[src/rtl/core_mem_bridge_pkg.sv]
`default_nettype none
// ============================================================================
// Module      : core_mem_bridge_pkg
// Description : Shared state encodings and bus constants for core_mem_bridge.
// Revision    : 1.0 - initial release
// ============================================================================
package core_mem_bridge_pkg;

    // Bridge sequencer state encoding (3-bit state bus)
    localparam int          BRIDGE_STATE_W = 3;
    localparam logic [2:0]  BRIDGE_IDLE    = 3'd0;
    localparam logic [2:0]  D_REQ          = 3'd1;
    localparam logic [2:0]  D_WAIT         = 3'd2;
    localparam logic [2:0]  I_REQ          = 3'd3;
    localparam logic [2:0]  I_WAIT         = 3'd4;
    localparam logic [2:0]  DONE           = 3'd5;

    // Byte-enable pattern meaning "read, no bytes written"
    localparam logic [3:0]  BUS_WE_NONE    = 4'b0000;

endpackage : core_mem_bridge_pkg
`default_nettype wire

[src/rtl/core_mem_bridge_req.sv]
`default_nettype none
// ============================================================================
// Module      : bridge_req_reg
// Description : Latches the external request payload on entry to a request
//               state and holds it, with valid asserted, until the bus
//               accepts it (valid & ready).
// Revision    : 1.0 - initial release
// ============================================================================
module bridge_req_reg #(
    parameter int ADDR_W = 32,
    parameter int DATA_W = 32,
    parameter int SEL_W  = 4
) (
    input  logic              clk,
    input  logic              rst,
    input  logic              load_i,
    input  logic [ADDR_W-1:0] addr_i,
    input  logic [SEL_W-1:0]  we_i,
    input  logic [DATA_W-1:0] wdata_i,
    input  logic              ready_i,
    output logic              valid_o,
    output logic              fire_o,
    output logic [ADDR_W-1:0] addr_o,
    output logic [SEL_W-1:0]  we_o,
    output logic [DATA_W-1:0] wdata_o
);

    logic              valid_q;
    logic [ADDR_W-1:0] addr_q;
    logic [SEL_W-1:0]  we_q;
    logic [DATA_W-1:0] wdata_q;

    // Payload is captured once and held; valid only drops on a handshake
    always_ff @(posedge clk or negedge rst) begin
        if (!rst) begin
            valid_q <= 1'b0;
            addr_q  <= '0;
            we_q    <= '0;
            wdata_q <= '0;
        end else if (load_i) begin
            valid_q <= 1'b1;
            addr_q  <= addr_i;
            we_q    <= we_i;
            wdata_q <= wdata_i;
        end else if (valid_q && ready_i) begin
            valid_q <= 1'b0;
        end
    end

    assign valid_o = valid_q;
    assign fire_o  = valid_q & ready_i;
    assign addr_o  = addr_q;
    assign we_o    = we_q;
    assign wdata_o = wdata_q;

endmodule : bridge_req_reg
`default_nettype wire

[src/rtl/core_mem_bridge.sv]
`default_nettype none
// ============================================================================
// Module      : core_mem_bridge
// Description : Serialises the core's data access and instruction fetch onto
//               one valid/ready memory bus, stalling the core until both
//               complete and presenting read data in the single DONE cycle.
// Revision    : 1.0 - initial release
// ============================================================================
module core_mem_bridge
    import core_mem_bridge_pkg::*;
#(
    parameter int ADDR_W = 32,
    parameter int DATA_W = 32,
    parameter int SEL_W  = 4
) (
    input  logic              clk,
    input  logic              rst,
    input  logic              rom_en,
    input  logic [ADDR_W-1:0] rom_addr,
    output logic [DATA_W-1:0] rom_read_data,
    input  logic              ram_en,
    input  logic [SEL_W-1:0]  ram_write_en,
    input  logic [ADDR_W-1:0] ram_addr,
    input  logic [DATA_W-1:0] ram_write_data,
    output logic [DATA_W-1:0] ram_read_data,
    output logic              stall,
    output logic              bus_req_valid,
    input  logic              bus_req_ready,
    output logic [ADDR_W-1:0] bus_addr,
    output logic [SEL_W-1:0]  bus_we,
    output logic [DATA_W-1:0] bus_wdata,
    input  logic              bus_resp_valid,
    input  logic [DATA_W-1:0] bus_rdata,
    output logic [31:0]       stall_cycles
);

    logic [BRIDGE_STATE_W-1:0] state_q, state_d;
    logic [DATA_W-1:0]         rom_rdata_q, ram_rdata_q;
    logic [31:0]               stall_cycles_q;
    logic                      req_load;
    logic                      req_fire;
    logic [ADDR_W-1:0]         req_addr;
    logic [SEL_W-1:0]          req_we;
    logic [DATA_W-1:0]         req_wdata;

    // Combinational so the core freezes in the very cycle it issues
    assign stall = (rom_en | ram_en) & (state_q != DONE);

    // Next-state sequencing: data access always ahead of the fetch
    always_comb begin
        state_d = state_q;
        case (state_q)
            BRIDGE_IDLE: begin
                if (ram_en)      state_d = D_REQ;
                else if (rom_en) state_d = I_REQ;
            end
            D_REQ:  if (req_fire) state_d = D_WAIT;
            D_WAIT: if (bus_resp_valid) state_d = rom_en ? I_REQ : DONE;
            I_REQ:  if (req_fire) state_d = I_WAIT;
            I_WAIT: if (bus_resp_valid) state_d = DONE;
            DONE:   state_d = BRIDGE_IDLE;
            default: state_d = BRIDGE_IDLE;
        endcase
    end

    // Latch a fresh payload only on the transition into a request state
    always_comb begin
        req_load  = (state_d != state_q) && ((state_d == D_REQ) || (state_d == I_REQ));
        req_addr  = rom_addr;
        req_we    = '0;
        req_wdata = '0;
        if (state_d == D_REQ) begin
            req_addr  = ram_addr;
            req_we    = ram_write_en;
            req_wdata = ram_write_data;
        end
    end

    bridge_req_reg #(
        .ADDR_W (ADDR_W),
        .DATA_W (DATA_W),
        .SEL_W  (SEL_W)
    ) u_req (
        .clk     (clk),
        .rst     (rst),
        .load_i  (req_load),
        .addr_i  (req_addr),
        .we_i    (req_we),
        .wdata_i (req_wdata),
        .ready_i (bus_req_ready),
        .valid_o (bus_req_valid),
        .fire_o  (req_fire),
        .addr_o  (bus_addr),
        .we_o    (bus_we),
        .wdata_o (bus_wdata)
    );

    // State register; reset aborts any transaction in flight
    always_ff @(posedge clk or negedge rst) begin
        if (!rst) state_q <= BRIDGE_IDLE;
        else      state_q <= state_d;
    end

    // Capture read data only in WAIT states; stores leave load data untouched.
    // The held bus_we still reflects the data request while in D_WAIT.
    always_ff @(posedge clk or negedge rst) begin
        if (!rst) begin
            rom_rdata_q <= '0;
            ram_rdata_q <= '0;
        end else if (bus_resp_valid) begin
            if (state_q == D_WAIT && bus_we == '0) ram_rdata_q <= bus_rdata;
            if (state_q == I_WAIT)                 rom_rdata_q <= bus_rdata;
        end
    end

    // Debug count of stalled cycles, free-running wrap
    always_ff @(posedge clk or negedge rst) begin
        if (!rst)       stall_cycles_q <= '0;
        else if (stall) stall_cycles_q <= stall_cycles_q + 32'd1;
    end

    assign rom_read_data = rom_rdata_q;
    assign ram_read_data = ram_rdata_q;
    assign stall_cycles  = stall_cycles_q;

endmodule : core_mem_bridge
`default_nettype wire

[config.mk]
export PLATFORM = sky130hd
export DESIGN_NAME = core_mem_bridge
export DESIGN_NICKNAME = d
export VERILOG_FILES = /design/src/rtl/core_mem_bridge_pkg.sv /design/src/rtl/core_mem_bridge_req.sv /design/src/rtl/core_mem_bridge.sv
export SDC_FILE = /design/constraint.sdc
export NUM_CORES = 1
export LEC_CHECK = 0
export ABC_AREA = 1
export BUFFER_PORTS_ARGS = -buffer_cell sky130_fd_sc_hd__buf_2
export CORE_AREA = 2 2 133 135
export DETAILED_ROUTE_END_ITERATION = 12
export DIE_AREA = 0 0 135 137
export GPL_TIMING_DRIVEN = 0
export PLACE_DENSITY = 0.85
export SYNTH_ARGS = -nofsm -noshare
export SYNTH_HDL_FRONTEND = slang
export SYNTH_SLANG_ARGS = --single-unit
[constraint.sdc]
create_clock -name clk -period 2.25 [get_ports clk]
set_input_delay 0.225 -clock clk [delete_from_list [all_inputs] [get_ports clk]]
set_output_delay 0.225 -clock clk [all_outputs]
set_load 0.05 [all_outputs]
==> reports/metrics.yaml, run 1 <==
sta:
  max-slew-margin-rel_pct: 60.05
  fin_skew_ns: 0.01143
  fin_crit_sh_pct: 93.62
  rsz0062_at_grt: "false"
  setup_violations: 0
  final_max_slew_viol_count: 0
  fmax_mhz: 474.7
  tightest_slew_ns: 0.5993
  finalHoldViolations: 0
  period_minus_slack_ns: 2.106
final_layout:
  fillers: 1458
  fin_util_pct: 58.56
  drive_gt1_share_pct: 34.24
  regArea_um2: 4204
  nets: 1336
  syn2layout_area_growth_pct: 32.08
  multi_input_area_um2: 3060
synth:
  syn_area_um2: 7562
  synth-simple-area-share_pct: 30.00
  synth_compound_area_share_pct: 2.383
  ys_top_cells_by_area: "dfrtp_1 56%, nand2_1 18%, nand3_1 5.9%, mux2_2 4.8%, o21ai_0 2.3%"
  synth_edf_count: 0
  synthMuxAreaShare_pct: 4.765
  synth_top_cell_area_share_pct: 55.59
  synth_top_family_by_area: "simple AND/OR/NAND/NOR gates"
  yosys_register_bits: 168
  avgSynthCellArea_um2: 8.702
  synthArstFlopShare_pct: 100.0
  yosysMostFrequentCell: "nand2_1"
  yosysSeqAreaShare_pct: 55.59
  synth_ff_type: "dfrtp_1"
  synthAdderAreaFrac_pct: 0.1655
  synthCells: 869
  synth_top_cells_by_count: "372 x nand2_1, 168 x dfrtp_1, 89 x nand3_1"
  synth-xor-area-share_pct: 3.127
  syn_nets: 1008
  synth.distinct_cells: 30
  yosys.area.top_type: "dfrtp_1"
  ys_warn_count: 0
route:
  drcViolationCount: 0
  drtAntennaViolNets: 0
  viasPerCell: 4.953
  routed_wl_um: 20870
  drt_iter0_markers: 292
  vias: 7107
  first_pass_iters: 5
  routedWlPerCell_um: 14.54
clock_tree:
  numCtsBuffers: 17
  tritoncts: "done"
  insertion_delay_ns: 0.43
  clk_pin_slew_ns: 0.06
  htreeDepth: 4
  clockBufferDepth: 2
  post-cts-setup-buffer-count: 0
  cts.sinks: 168
  cts_root_buf: "clkbuf_16"
flow_run:
  max-cap-violations: 0
setup_path:
  cp.required_ns: 2.60
  end_kind: "flip-flop"
  cp_max_fo: 10
  worstSetupPathType: "reg -> reg"
  cp.arrival_ns: 2.46
  r2r-end: "u_req.wdata_o[20]"
  cp-start-kind: "flip-flop"
  rrSetupSlack_ns: 0.14
  rr_worst_depth: 10
  r2r_start: "state_q[0]"
floorplan:
  coreArea_um2: 17060
  die_h_um: 137
  die_x_um: 135
  num_rows: 48
  io_pins: 304
  dieArea_um2: 18500
  initial_utilization_pct: 44.34
global_route:
  grt_pass1_wl_um: 33040
  grt_overflow_total: 0
  grt_pass1_vias: 6815
  grtUsageTotal_pct: 22.67
  grt_max_degree: 100
  antenna_found_initial: 3
min_path:
  hold_path_class: "in -> reg"
  min_from: "bus_rdata[8]"
  min_to: "ram_read_data[8]"
  whs_path_depth: 3
place:
  gp_congestion: 0.8721
  dpl.hpwl_um: 15640
  port_buffers: 303
status:
  status: "finished, final reports clean"
worst max-delay path, stage by stage (launching register included):
cell and delay (ns):
dfrtp_1 0.47, nor2_2 0.21, nand3_2 0.19, nand2_2 0.14
nor2_4 0.07, nor2_8 0.17, nand2_2 0.15, inv_2 0.18
clkbuf_4 0.23, nand3_1 0.11, nand2_1 0.11
stage by stage:
stage,setup TNS [ns],setup WS [ns],hold slack [ns],cells,area (um2)
after floorplan,0,0.3335,-0.07059,869,7562
after global placement,-263.39,-1.584,0.4274,1397,9360
after detailed placement,0,0.1161,0.2154,1398,9398
after CTS,0,0.1051,0.0001458,1434,9976
after global routing,0,0.001055,0.01171,1435,9988
final,0,0.1436,0.01491,1435,9988
registers in the layout, indices dropped and copies added (netlist names):
name           count
stall_cycles      32
ram_read_data     32
state_q            3
rom_read_data     32
u_req.we_o         4
u_req.wdata_o     32
u_req.addr_o      32
u_req.valid_o      1
final cells by class:
type | instances | area share, %
Antenna cell | 1 | 0.02505
Buffer | 39 | 1.992
Clock buffer | 25 | 4.860
Clock inverter | 6 | 0.4259
Inverter | 29 | 1.090
Multi-Input combinational cell | 633 | 30.64
Sequential cell | 168 | 42.09
Tap cell | 225 | 2.818
Timing Repair Buffer | 309 | 16.06
logic make-up after synthesis:
logic type,Yosys count
AOI/OAI and AO/OA,36
DFF,168
adders and majority gates,1
buffers and inverters,68
muxes,32
and+or+nand+nor,537
xor gates and xnor gates,27
worst max-delay path by stage:
stage	startpoint	end	slack, ns	cells past startpoint
6_report	state_q[0]	u_req.wdata_o[20]	0.14	10
2_1_floorplan	u_req.valid_o	u_req.valid_o	0.33	11
4_1_cts	state_q[0]	u_req.wdata_o[20]	0.11	10
3_3_place_gp	rst	stall_cycles[23]	-1.58	1
3_5_place_dp	state_q[0]	u_req.wdata_o[20]	0.12	10
5_1_grt	state_q[0]	u_req.wdata_o[14]	0.001	10
what timing repair did:
item,4_1_cts,5_1_grt
hold endpoints to repair,73,0
resized for setup,0,4
setup endpoints to repair,0,40
hold buffers,5,0
placed cells by master (no fill, tap or decap), types with 2 or more instances in the layout:
cell	instances
inv_1	22
mux2_2	32
clkbuf_8	3
nand2_4	2
nand3_2	3
nor2_1	33
nor4_1	2
clkbuf_1	18
nor2_2	3
nand2_1	371
inv_2	6
nor3b_1	2
xor2_1	13
buf_2	320
dfrtp_1	168
buf_1	3
dlygate4sd3_1	5
nand4_1	4
clkbuf_16	17
nand3b_1	2
o21ai_0	35
nand3_1	89
clkinv_2	2
nor3_1	10
buf_8	2
nand2_2	13
clkinvlp_4	2
xnor2_1	14
clkbuf_4	3
routing by layer:
metal  GRT usage (%)  wire [um]
met1           27.22       8384
met2           38.83      10570
met3           6.185       1334
met4           8.970        560
met5               0         21
Power of run 1 is left out: the tool's default activity adds up to more than one toggle a clock period on the data nets, which glitch-free logic cannot reach.
==> run 2: changes to the inputs <==
- CORE_AREA: 2 2 133 135 -> 2 2 135 137
- DIE_AREA: 0 0 135 137 -> 0 0 137 139
- PLACE_DENSITY: 0.85 -> 0.86
- clock period: 2.25 -> 1.69 ns (I/O delays scaled with it)
==> run 2 against run 1 <==
  * The run now ends with setup timing left
  * Sequential share of layout area fell by 6.4 points
  * Register-to-register slack worse by 0.35 ns
  * First-iteration DRC count grew 110%
==> reports/metrics.yaml, run 2 (synthesis gave the netlist of run 1 again) <==
status:
  status: "complete, but fails checks"
  violations: "setup timing"
clock_tree:
  insertion_delay_ns: 0.42
  clk_pin_slew_ns: 0.07
  clockBufferDepth: 2
  htreeDepth: 4
  cts.sinks: 168
  numCtsBuffers: 17
  tritoncts: "done"
  cts_root_buf: "clkbuf_16"
final_layout:
  multi_input_area_um2: 3630
  n_antenna_cell: 0
  layout_commonest_cell: "nand2_1"
  fillers: 1269
  nets: 1425
  finalInstanceArea_um2: 11840
  syn2layout_area_growth_pct: 56.57
  final_cell_mix: "317 x nand2_1, 304 x buf_2, 147 x dfrtp_1"
  stdcell_count: 1527
  drive_gt1_share_pct: 45.61
  regArea_um2: 4230
  fin_util_pct: 67.06
route:
  first_pass_iters: 7
  vias: 7985
  routedWlPerCell_um: 16.74
  drcViolationCount: 0
  drt_iter0_markers: 615
  drtAntennaViolNets: 0
  viasPerCell: 5.229
  routed_wl_um: 25560
place:
  dpl.hpwl_um: 15950
  numPlacedInstances: 1402
  postPlaceCellArea_um2: 9448
  gp_congestion: 0.8556
  port_buffers: 303
sta:
  finalHoldViolations: 0
  fmax_mhz: 526.5
  setup_violations: 70
  max-slew-margin-rel_pct: 61.64
  period_minus_slack_ns: 1.899
  fin_skew_ns: 0.01048
  fin_crit_sh_pct: 112.4
  final_max_slew_viol_count: 0
  rsz0062_at_grt: "true"
  fin_ws_ns: -0.2094
  tightest_slew_ns: 0.5754
global_route:
  grt_pass1_vias: 7834
  grt_max_degree: 114
  grtUsageTotal_pct: 25.66
  antenna_found_initial: 1
  grt_overflow_total: 0
  grt_pass1_wl_um: 38200
setup_path:
  cp-start-kind: "flip-flop"
  cp.arrival_ns: 2.21
  path_cells: "buf_6 -> nor2_4 -> nand3_2 -> nand2_4 -> nor2_4 -> nor2_8 -> buf_12 -> nand2_8 -> buf_8 -> nand2_1 -> nand2_1 -> nand2_4 -> nand2_2"
  crit_family: "simple AND/OR/NAND/NOR gates"
  cp.required_ns: 2.00
  rrSetupSlack_ns: -0.21
  crit_slowest_cell: "dfrtp_1"
  worstSetupPathType: "reg -> reg"
  end_kind: "flip-flop"
  path_buf_inv: 3
  max_stage_delay_ns: 0.40
  cp_max_fo: 10
floorplan:
  io_pins: 304
  initial_utilization_pct: 42.83
  die_x_um: 137
  coreArea_um2: 17660
  dieArea_um2: 19040
  num_rows: 49
  die_h_um: 139
flow_run:
  max-cap-violations: 0
min_path:
  hold_path_class: "in -> reg"
[run 2: cell count changes in the layout (fill, tap and decap cells not counted), sizes merged]
cell / before / now
dlygate4sd3: 5 / 67
clkinv: 4 / 6
clkbuf: 41 / 39
clkinvlp: 2 / 1
buf: 327 / 354
bufinv: 0 / 1
diode: 1 / 0
[run 2: through the flow]
stage	setup TNS [ns]	hold WS (ns)	worst slack, ns
after global routing	-15.32	0.007543	-0.2829
after detailed placement	-35.82	0.1174	-0.5070
after global placement	-386.84	0.3825	-2.405
after floorplan	-0.03625	-0.1266	-0.01633
final	-9.270	0.009053	-0.2094
after CTS	-7.936	0.0001408	-0.1490
[run 2: worst register-to-register path, stage by stage (launching register included)]
cell	delay [ns]
dfrtp_1	0.40
buf_6	0.15
nor2_4	0.15
nand3_2	0.10
nand2_4	0.10
nor2_4	0.07
nor2_8	0.14
buf_12	0.15
nand2_8	0.09
buf_8	0.16
nand2_1	0.07
nand2_1	0.09
nand2_4	0.08
nand2_2	0.05
[run 2: final timing paths]
| path | from | end | cells past startpoint |
|---|---|---|---|
| max in group asynchronous | rst | stall_cycles[0] | 3 |
| worst min register to register | u_req.wdata_o[19] | u_req.wdata_o[19] | 2 |
| min in group asynchronous | rst | u_req.addr_o[6] | 2 |
| worst max register to register | state_q[1] | u_req.addr_o[0] | 13 |
| worst max-delay path | state_q[1] | u_req.addr_o[0] | 13 |
| worst min-delay path | ram_write_data[3] | u_req.wdata_o[3] | 3 |
[run 2: what timing repair did]
action                     4_1_cts  5_1_grt
hold buffers                    67        0
gates cloned                     2        5
resized for setup               88      159
hold endpoints to repair       142        0
setup endpoints to repair      146      120
setup buffers                   12        8
pin swaps                       17       43
[run 2: routing by layer]
| metal | wire, um | GRT usage [%] | share of wire, % | up-vias |
|---|---|---|---|---|
| li1 | - | - | - | 3609 |
| met1 | 9301 | 28.39 | 36 | 3828 |
| met2 | 13170 | 44.91 | 52 | 431 |
| met3 | 1812 | 7.018 | 7.1 | 115 |
| met4 | 1267 | 12.53 | 5.0 | 2 |
| met5 | 11 | 0 | 0.043 | - |
[run 2: layout make-up]
| cell class | count | area share, % |
|---|---|---|
| repair buffers | 398 | 21.92 |
| clock buffers | 23 | 4.037 |
| plain buffers | 39 | 3.371 |
| multi-input cells | 633 | 30.66 |
| inverters | 29 | 1.110 |
| clock inverters | 8 | 0.7609 |
| well taps | 229 | 2.420 |
| flip-flops and latches | 168 | 35.73 |
Power of run 2 is left out for the same reason.
